--- src/rtl/jt51_i2s_tx.sv ---
// jt51_i2s_tx: I2S serial transmitter for the JT51 L/R sample pairs.
// Double-buffered: one pending pair plus the pair being sent. When no new
// pair is pending at frame start, the last pair is repeated.
// Ports:
//   clk, rst_n        system clock, async active-low reset
//   sample_vld        1-clk strobe capturing left/right into the pending slot
//   left, right       signed 16-bit samples
//   bclk, lrclk       serial bit clock and word select (0=left, 1=right)
//   sdata             serial data, MSB first, changes on bclk falling edge
//   underrun/overrun  1-clk event pulses
//   ovr_cnt           saturating overrun count (JT51_I2S_OVRCNT_EN only)
// Optional feature macro: JT51_I2S_OVRCNT_EN
module jt51_i2s_tx #(
    parameter int BCLK_DIV = 4,
    parameter int SLOT     = 16
) (
    input  logic        clk,
    input  logic        rst_n,
    input  logic        sample_vld,
    input  logic [15:0] left,
    input  logic [15:0] right,
    output logic        bclk,
    output logic        lrclk,
    output logic        sdata,
    output logic        underrun,
    output logic        overrun
`ifdef JT51_I2S_OVRCNT_EN
    ,
    output logic [7:0]  ovr_cnt
`endif
);

    localparam int HALF = BCLK_DIV / 2;
    localparam int DW   = (HALF > 1) ? $clog2(HALF) : 1;
    localparam int NBIT = 2 * SLOT;
    localparam int BW   = $clog2(NBIT);

    localparam logic [DW-1:0] DIV_LAST = DW'(HALF - 1);
    localparam logic [BW-1:0] BIT_LAST = BW'(NBIT - 1);
    localparam logic [BW-1:0] LR_ON    = BW'(SLOT - 1);
    localparam logic [BW-1:0] LR_OFF   = BW'(NBIT - 2);
    localparam logic [BW-1:0] R_START  = BW'(SLOT);
    localparam logic [BW-1:0] WORD     = BW'(16);

    logic [DW-1:0] div_cnt;
    logic [BW-1:0] bit_cnt;
    logic [BW-1:0] r_off;
    logic [15:0]   sh_l;
    logic [15:0]   sh_r;
    logic [15:0]   pend_l;
    logic [15:0]   pend_r;
    logic          pend_vld;

    logic div_wrap;
    logic fall;
    logic frame_start;
    logic und_set;
    logic ovr_set;

    assign div_wrap    = (div_cnt == DIV_LAST);
    assign fall        = div_wrap & bclk;
    assign frame_start = fall & (bit_cnt == BIT_LAST);

    // A strobe on the frame-start clk only refills the slot the frame
    // just emptied, so it never counts as an overrun.
    assign und_set = frame_start & ~pend_vld;
    assign ovr_set = sample_vld & pend_vld & ~frame_start;

    always_ff @(posedge clk or negedge rst_n) begin
        if (!rst_n) begin
            div_cnt <= '0;
            bclk    <= 1'b0;
            bit_cnt <= BIT_LAST;
        end else begin
            div_cnt <= div_wrap ? '0 : div_cnt + 1'b1;
            if (div_wrap)
                bclk <= ~bclk;
            if (fall)
                bit_cnt <= (bit_cnt == BIT_LAST) ? '0 : bit_cnt + 1'b1;
        end
    end

    // Transmit pair doubles as the repeat source on underrun.
    always_ff @(posedge clk or negedge rst_n) begin
        if (!rst_n) begin
            sh_l <= '0;
            sh_r <= '0;
        end else if (frame_start && pend_vld) begin
            sh_l <= pend_l;
            sh_r <= pend_r;
        end
    end

    always_ff @(posedge clk or negedge rst_n) begin
        if (!rst_n) begin
            pend_l   <= '0;
            pend_r   <= '0;
            pend_vld <= 1'b0;
        end else if (sample_vld) begin
            pend_l   <= left;
            pend_r   <= right;
            pend_vld <= 1'b1;
        end else if (frame_start) begin
            pend_vld <= 1'b0;
        end
    end

    always_ff @(posedge clk or negedge rst_n) begin
        if (!rst_n) begin
            underrun <= 1'b0;
            overrun  <= 1'b0;
        end else begin
            underrun <= und_set;
            overrun  <= ovr_set;
        end
    end

`ifdef JT51_I2S_OVRCNT_EN
    always_ff @(posedge clk or negedge rst_n) begin
        if (!rst_n)
            ovr_cnt <= '0;
        else if (ovr_set && ovr_cnt != 8'hFF)
            ovr_cnt <= ovr_cnt + 8'd1;
    end
`endif

    // lrclk and sdata decode straight from registered state, so they
    // follow the async reset in the same cycle.
    assign r_off = bit_cnt - R_START;
    assign lrclk = (bit_cnt >= LR_ON) && (bit_cnt <= LR_OFF);

    always_comb begin
        sdata = 1'b0;
        if (bit_cnt < WORD)
            sdata = sh_l[~bit_cnt[3:0]];
        else if (bit_cnt >= R_START && r_off < WORD)
            sdata = sh_r[~r_off[3:0]];
    end

endmodule

--- config.mk ---
export PLATFORM = sky130hd
export DESIGN_NAME = jt51_i2s_tx
export DESIGN_NICKNAME = d
export VERILOG_FILES = /design/src/rtl/jt51_i2s_tx.sv
export SDC_FILE = /design/constraint.sdc
export NUM_CORES = 1
export LEC_CHECK = 0
export ABC_AREA = 0
export CAP_MARGIN = 20
export CORE_UTILIZATION = 49
export DETAILED_ROUTE_END_ITERATION = 16
export GPL_TIMING_DRIVEN = 0
export PLACE_DENSITY = 0.75
export SETUP_SLACK_MARGIN = 0.15
export SYNTH_ARGS = -nofsm -noshare
export SYNTH_HDL_FRONTEND = slang
export SYNTH_SLANG_ARGS = --single-unit
export TNS_END_PERCENT = 20
--- constraint.sdc ---
create_clock -name clk -period 2.01 [get_ports clk]
set_input_delay 0.3015 -clock clk [delete_from_list [all_inputs] [get_ports clk]]
set_output_delay 0.3015 -clock clk [all_outputs]
set_load 0.02 [all_outputs]
Yosys cells after proc, flatten, opt, wreduce, memory -nomap -nowiden. Index checks and enable logic that the tools add are counted.

Add/sub/neg operators: 3. Order comparisons: 7. Equal/unequal tests: 1. Multiplexer cells: 10. Bitwise gates (word level): 10. Reductions and logical operators: 4.

Operators by type and width (count): 4-bit by 5-bit less-than comparator with 1-bit output (second input constant) (2); 5-bit less-than comparator (second input constant) (2); 1-bit binary-select mux with 4-bit select (2); 4-bit NOT (2); 1-bit 2-to-1 mux (7); 5-bit by 1-bit adder with 5-bit output (second input constant) (1); 1-bit AND (5); 5-bit == test (second input constant) (1); 5-bit by 4-bit greater-or-equal comparator with 1-bit output (second input constant) (1); 5-bit greater-or-equal comparator (second input constant) (1); 5-bit <= comparator (second input constant) (1); 5-bit 2-to-1 mux (1); 5-bit subtractor (second input constant) (1); 1-bit logical AND (3); 1-bit NOT (3); 2-bit nonzero test (1); 1-bit adder (second input constant) (1).

Flip-flop bits (word level): 74. Bits of input ports: 35. Word-level logic and storage cells: 45.

Logic depth before layout (Yosys ltp).
Depth after elaboration: 6. Mapped depth: 6. Gate-level depth less buffers: 6.

Worst setup path before layout. OpenSTA, ideal clock, no wires.

Kind: register to register. From: register bit_cnt[2]. To: register sh_l[0]. Arrival time: 1.953 ns. Required time: 1.882 ns. Slack: -0.071 ns. Stages on the path, launching flop included: 7. Path through: dfstp_2 clkbuf_1 and3_1 ha_1 nand4_1 buf_2 mux2_1.

Word-level cells in the longest chain between the ends: 3.

Ends and longest elaborated chain: start: declaration (RTL line 46) `logic [BW-1:0] bit_cnt;`; start signal: assignment (RTL line 79) `bit_cnt <= (bit_cnt == BIT_LAST) ? '0 : bit_cnt + 1'b1;`; 5-bit == test (RTL line 62) `assign frame_start = fall & (bit_cnt == BIT_LAST);`; 1-bit AND (RTL line 62); 1-bit logical AND (RTL line 88) `end else if (frame_start && pend_vld) begin`; end signal: assignment (RTL line 89) `sh_l <= pend_l;`; end: declaration (RTL line 48) `logic [15:0] sh_l;`.

No other way between the ends. A chain may end at the register's enable or synchronous reset.

Worst setup path after layout.
From: register bit_cnt[1]. To: output port sdata.

Word-level cells in the longest chain between the ends: 6. Elaborated cells on any way between the ends: 13. Those cells by class: add/sub: 1; order compare: 3; mux: 6; bitwise: 2; reduce/logical: 1.

Ends and longest elaborated chain: 5-bit subtractor (RTL line 129) `assign r_off = bit_cnt - R_START;`; 4-bit NOT (RTL line 137) `sdata = sh_r[~r_off[3:0]];`; 1-bit binary-select mux with 4-bit select (RTL line 137); 1-bit 2-to-1 mux (not written as such) (RTL line 137); 1-bit 2-to-1 mux (RTL line 136) `else if (bit_cnt >= R_START && r_off < WORD)`; 1-bit 2-to-1 mux (*) (RTL line 134) `if (bit_cnt < WORD)`; end: declaration (RTL line 24) `output logic sdata,`.

Mark *: on every way between the ends. The rest lies on a longest branch, timed or not. The select of a mux whose other input is x is not followed.

==> summary.md <==
| Metric | Value |
|---|---|
| Number of CTS-inserted buffers | `9` |
| Maximum buffer depth of the clock tree | `2` |
| Clock input transition at the sequential cells of the worst setup and hold paths | `0.08 ns` |
| Net Count, Synth | `255` |
| Die Y-Extent | `82.1 µm` |
| Violations in the final reports | `negative setup slack` |
| Root buf cell | `sky130_fd_sc_hd__clkbuf_8` |
| Peak Freq | `0.408 GHz` |
| P_sw | `0.621 mW` |
| Count of maximum capacitance violations | `0` |
| Power Internal | `2.18 mW` |
| Status | `finished, violations left` |
| Clock sink total | `74` |
| Die area | `0.00675 mm²` |
| Number of buffer cells added on primary ports | `38` |
| Required time reported for the critical path endpoint | `1.71 ns` |
| Syn Area/Cell | `14.6 µm²` |
| Number of search-and-repair iterations in the first detailed-routing pass | `4` |
| Post-route minimum period | `2.45 ns` |
| Post-synth top flop | `sky130_fd_sc_hd__dfrtp_1` |
| Vias post-DR | `1914` |
| Number of global-route vias before repair | `1972` |
| Vias per cell | `5.36` |
| Power density cells | `694 mW/mm²` |
| Biggest fanout along the worst timing path | `7` |
| GPL Wtd Cong | `0.794` |
| Area growth syn-to-layout | `28.5%` |
| Remaining routing DRC violations | `0` |
| Global-route wire length before repair | `9290 µm` |
| Category of the most critical setup path | `flop to output pin` |
| Ratio of final minimum period to clock period | `122%` |
| Number of flops mapped to enable cells by yosys | `0` |
| Num ports | `40` |
| Peak ir drop on the vdd network | `0.407 mV` |
| Clock insertion delay at the later pin of the skew report | `0.34 ns` |
| Post-synthesis cell area | `0.00315 mm²` |
| Critical path startpoint category | `flop` |
| Placed instance count | `329` |
| Sequential cell fraction of total power | `56.5%` |
| Post-DR wirelength/cell | `15.3 µm` |
| Final wirelength | `5460 µm` |
| Critical path data arrival time | `2.15 ns` |
| Tot Pwr | `2.81 mW` |
| Number of antenna violations at the first check in global routing | `0` |
| HPWL Detailed | `3740 µm` |
| PnR worst setup slack | `-0.439 ns` |
| Count of nets left with antenna violations after detail routing | `0` |
| Proportion of power drawn by combinational gates | `6.4%` |
| Number of design-rule violations left by the first detailed-router iteration | `80` |
| Number of pins exceeding their max-slew limit in the final report | `0` |
| Fraction of power consumed by the clock network | `37.0%` |
| Leakage component of the power | `1.82 nW` |
| Ys Warns | `0` |
| Async set or reset register ratio after synthesis | `100%` |
| RSZ-0062 raised after global routing | `yes` |
| CTS H-Tree Depth | `3` |
| Ant diodes | `0` |
| Worst-margin pin slew | `0.899 ns` |
| Number of flip-flops and latches in the synthesized netlist | `74` |
| Sw frac | `22.1%` |
| Final Non-Filler Cells | `357` |
| Instance count of the mapped netlist | `216` |
| Worst hold slack across all endpoints | `0.0745 ns` |
| GRT overflow | `0` |
| Layout net count | `316` |
| Slew headroom | `40.1%` |
| Layout Utilization | `66.7%` |
| Hold Path Class | `primary input to async pin` |
| CTS tree | `built` |
| Core Box Area | `0.00606 mm²` |
| Effective utilization at floorplan | `51.9%` |
| Endpoint class of the critical path | `output pin` |
| Overall global routing resource usage | `19.2%` |
| Pin count of the biggest net entering global routing | `75` |
| Final hold violation count | `0` |
| Number of placement rows | `28` |
| Final number of setup-violating endpoints | `3` |
| Post-synth cell types | `33` |
| Worst clock skew | `0.0114 ns` |
| Share of post-route cells with drive strength above 1 | `35.8%` |
| Register area share after synthesis | `59.0%` |
| Die X-Extent | `82.1 µm` |
| Post-placement setup slack | `-0.632 ns` |
[critical path, stage by stage, from the launching register on]
cell                       delay [ns]
sky130_fd_sc_hd__dfstp_2         0.57
sky130_fd_sc_hd__buf_8           0.14
sky130_fd_sc_hd__buf_8           0.13
sky130_fd_sc_hd__mux2i_2         0.24
sky130_fd_sc_hd__o22ai_1         0.13
sky130_fd_sc_hd__nor4_2          0.28
sky130_fd_sc_hd__o221ai_2        0.13
sky130_fd_sc_hd__buf_2           0.17
[layout make-up]
cell class | count | area (µm²)
fillers | 455 | 2020
multi-input cells | 126 | 1300
plain buffers | 12 | 115
clock inverters | 4 | 26.3
inverters | 4 | 15.0
clock buffers | 12 | 155
flip-flops and latches | 74 | 1860
repair buffers | 50 | 480
well taps | 75 | 93.8
[final timing paths]
kind,from,end,slack (ns),depth (start not counted)
max in group asynchronous,rst_n,pend_r[11]$_DFFE_PN0P_,1.33,1
min reg2reg,pend_vld$_DFFE_PN0P_,underrun$_DFF_PN0_,0.46,1
min,rst_n,pend_r[4]$_DFFE_PN0P_,0.07,1
max reg2reg,bit_cnt[0]$_DFFE_PN1N_,sh_l[1]$_DFFE_PN0P_,0,8
min in group clk,sample_vld,pend_r[0]$_DFFE_PN0P_,0.42,2
max,bit_cnt[1]$_DFFE_PN1N_,sdata,-0.44,7
[sequential cells by signal (all words and copies together), names as in the netlist]
name and flops:
pend_vld 1, underrun 1, div_cnt 1, pend_l 16, sh_r 16, pend_r 16, overrun 1, sh_l 16
bit_cnt 5, bclk 1
[power groups by stage]
stage	Sequential, mW	Clock [mW]	Combinational (mW)
3_3_place_gp	1.61	0	0.181
5_1_grt	1.60	1.13	0.202
3_5_place_dp	1.62	0	0.186
2_1_floorplan	1.60	0	0.0800
6_report	1.59	1.04	0.181
4_1_cts	1.59	1.07	0.186
[what timing repair did]
| action | CTS | global route |
|---|---|---|
| hold endpoints to repair | 0 | 0 |
| resized for setup | 13 | 18 |
| pin swaps | 3 | 1 |
| hold buffers | 0 | 0 |
| setup endpoints to repair | 34 | 34 |
| buffers inserted | 9 | 3 |
[kinds of logic (layout without fill, tap and decap cells)]
group                      count (synthesis)  count (layout)  share of synthesized area (%)
and+or+nand+nor                           25              25                           4.37
buffers and inverters                     16              82                           2.39
DFF                                       74              74                           59.0
xor gates and xnor gates                   1               1                          0.278
AOI/OAI and AO/OA                         17              17                           3.70
adders and majority gates                  4               4                           1.59
muxes                                     79              79                           28.6
[cells in the final DEF, fill, tap and decap left out, types with 2 or more instances in the layout]
cell type	instances
sky130_fd_sc_hd__and3_4	2
sky130_fd_sc_hd__nor2_1	4
sky130_fd_sc_hd__mux2i_2	2
sky130_fd_sc_hd__or3b_1	2
sky130_fd_sc_hd__buf_4	13
sky130_fd_sc_hd__clkdlybuf4s50_1	35
sky130_fd_sc_hd__clkinv_2	2
sky130_fd_sc_hd__dfstp_2	5
sky130_fd_sc_hd__buf_6	4
sky130_fd_sc_hd__buf_2	4
sky130_fd_sc_hd__clkbuf_8	12
sky130_fd_sc_hd__ha_4	2
sky130_fd_sc_hd__mux2_1	24
sky130_fd_sc_hd__nand2_1	5
sky130_fd_sc_hd__o21ai_0	3
sky130_fd_sc_hd__dfrtp_1	69
sky130_fd_sc_hd__clkbuf_1	2
sky130_fd_sc_hd__ha_1	2
sky130_fd_sc_hd__mux4_2	2
sky130_fd_sc_hd__mux2i_1	7
sky130_fd_sc_hd__a31oi_1	2
sky130_fd_sc_hd__o22ai_1	2
sky130_fd_sc_hd__mux2_4	8
sky130_fd_sc_hd__buf_8	3
sky130_fd_sc_hd__inv_1	4
sky130_fd_sc_hd__nand3_1	3
sky130_fd_sc_hd__o21ai_1	2
sky130_fd_sc_hd__mux2_2	36
sky130_fd_sc_hd__o32ai_1	3
sky130_fd_sc_hd__nand4_1	2
[cells in the mapped netlist, drive strengths merged (3+ instances only)]
library cell / count / share of area, %
dfrtp: 69 / 55
mux2: 68 / 24
and3: 3 / 0.60
inv: 4 / 0.48
nor2: 5 / 0.60
nand2: 5 / 0.60
mux2i: 9 / 2.9
buf: 10 / 1.7
nand3: 3 / 0.48
o21ai: 5 / 0.80
o32ai: 3 / 0.84
ha: 4 / 1.6
dfstp: 5 / 4.2
[through the flow]
stage	instance area, µm²	setup TNS, ns
floorplan	3220	0
global placement	3700	-136.76
detailed placement	3690	-5.07
CTS	3950	-0.647
global route	4050	-1.91
finish	4050	-0.615
[metal layers]
layer / GRT usage, % / part of all wire, % / vias up
li1: - / - / 911
met1: 24.2 / 45 / 958
met2: 31.5 / 50 / 36
met3: 4.62 / 3.6 / 9
met4: 8.42 / 1.6 / 0
met5: 0 / 0 / -
Note: power is estimated with default switching activity, not from simulation.
==> patch (same flow settings) <==
Build with the macro `JT51_I2S_OVRCNT_EN` defined.
--- a/src/rtl/jt51_i2s_tx.sv
+++ b/src/rtl/jt51_i2s_tx.sv
@@ -11,4 +11,6 @@
 //   ovr_cnt           saturating overrun count (JT51_I2S_OVRCNT_EN only)
 // Optional feature macro: JT51_I2S_OVRCNT_EN
+`define JT51_I2S_OVRCNT_EN
+
 module jt51_i2s_tx #(
     parameter int BCLK_DIV = 4,
Formal check against the unedited RTL (old outputs only; new: ovr_cnt): equivalent (Yosys induction, for registers that start in step).
==> patch against the original RTL <==
The run still ends with setup timing left; design area increased by 7.9%; critical path type unchanged; die area up 9.7%; largest cell class unchanged; setup slack worse by 0.051 ns; sequential cell count up 8; highest routed layer unchanged; area after synthesis rose by 10%; sequential share of layout area increased by 1.2 points; routed wire length up 6.7%; global-route usage shrank 1.2 points; non-clock buffer count is 2 higher.
Power is not compared: it rests on default switching activity, and its combinational part moved more than twofold at a synthesized area within 25%.
==> patch: results (changes against the original RTL) <==
STA
  • Setup Total Neg Slack: -0.642 ns (was -0.615 ns)
  • Final Setup Violations: 2 (was 3)
  • Min Hold Slack: 0.468 ns (was 0.0745 ns)
  • Worst-margin pin slew: 0.611 ns (was 0.899 ns)
  • Final worst setup slack: -0.489 ns (was -0.439 ns)

Placement
  • Estimated wirelength of the detail-placed design: 3.97 mm (was 3.74 mm)
  • Cell area after placement: 0.00411 mm² (was 0.00369 mm²)
  • Place WS: -0.597 ns (was -0.632 ns)
  • Input/output buffers: 46 (was 38)
  • Routability cong.: 0.802 (was 0.794)

Outcome
  • Failing checks: setup timing (unchanged)
  • Status: complete, but fails checks (unchanged)

GRT
  • Maximum number of pins on one net before global-route repair: 45 (was 75)
  • Global routing usage on met1: 25.0% (was 24.2%)
  • GR met3 Demand/Resource: 3.56% (was 4.62%)
  • Fraction of met2 tracks used by global routing: 26.6% (was 31.5%)
  • Global router's overall resource usage: 18.0% (was 19.2%)

Logic synthesis
  • Post-synth net total: 272 (was 255)
  • Mean Syn Cell Area: 14.9 µm² (was 14.6 µm²)
  • Cells taking the most area after synthesis: dfrtp_1, mux2_2, dfstp_2 (was dfrtp_1, mux2_2, mux2_1)
  • Top cells by count, synth: dfrtp_1, mux2_2 (was dfrtp_1, mux2_2, mux2_1)
  • Count of state elements after synthesis: 82 (was 74)

Pwr
  • P_seq: 1.90 mW
  • Peak supply drop: 496 µV

CTS
  • Total of hold buffers inserted after clock tree synthesis: 1 (was 0)
  • CTS clk-pin slew, worst paths: 0.08 ns (about the same)
  • Setup Buffers After CTS: 3 (was 9)

Finish
  • Signed area change from the synthesized netlist to the final layout: 26.2% (was 28.5%)
  • Fraction of final layout cells sized beyond drive strength 1: 37.2% (was 35.8%)
  • Number of nets at the end of the flow: 335 (was 316)
  • Fillers: 509 (was 455)

Routing
  • Detailed-route via count: 2048 (was 1914)
  • Met2 WL: 2.71 mm (about the same)
  • Count of routing violations after the opening detailed-route iteration: 74 (was 80)
  • Routed vias/inst: 5.16 (was 5.36)
  • Sum of routed wire segments on met1: 2.79 mm (was 2.47 mm)
  • Avg WL per Cell: 14.7 µm (was 15.3 µm)

Hold path
  • Worst hold path type: primary input to async pin (unchanged)

Critical path
  • CP max FO: 5 (was 7)
patch: cell count changes after synthesis, moves of 5 or more:
cell / before / now
mux2_1: 32 / 0
clkbuf_1: 2 / 7
buf_2: 9 / 0
mux2_2: 36 / 68
dfrtp_1: 69 / 77
xor2_1: 1 / 7
patch: cell families (layout without fill, tap and decap cells):
group / after synthesis / after routing / synth area share, %
buffers and inverters: 15 / 83 / 1.95
AND/OR/NAND/NOR: 31 / 31 / 4.37
adder cells (fa/ha/maj): 4 / 4 / 1.45
flip-flops: 82 / 82 / 59.5
AO/OA/AOI/OAI: 14 / 14 / 2.82
XOR/XNOR: 8 / 8 / 2.02
multiplexers: 79 / 79 / 27.9
patch: cell type report:
type | instances | area [µm²] | area share (%)
clock inverter | 2 | 35.0 | 0.802
tap | 96 | 120 | 2.75
timing repair buffer | 52 | 510 | 11.7
inverter | 3 | 11.3 | 0.258
multi-input combinational | 136 | 1380 | 31.5
buffer | 12 | 93.8 | 2.15
clock buffer | 14 | 163 | 3.72
sequential | 82 | 2060 | 47.1
patch: worst paths after layout:
check	depth (start not counted)	endpoint	start
max	6	sdata	bit_cnt[0]$_DFFE_PN1N_
min	2	sh_l[14]$_DFFE_PN0P_	rst_n
max reg2reg	7	sh_r[3]$_DFFE_PN0P_	bit_cnt[1]$_DFFE_PN1N_
min reg2reg	1	sh_r[11]$_DFFE_PN0P_	sh_r[11]$_DFFE_PN0P_
max in group asynchronous	3	bit_cnt[2]$_DFFE_PN1N_	rst_n
min in group clk	1	sh_r[11]$_DFFE_PN0P_	sh_r[11]$_DFFE_PN0P_
patch: worst max-delay path, stage by stage, from the launching register on:
cell and delay, ns:
dfstp_2 0.54, buf_6 0.12, mux4_2 0.50, mux2_4 0.29
o221ai_2 0.16, o21ai_2 0.08, buf_2 0.16
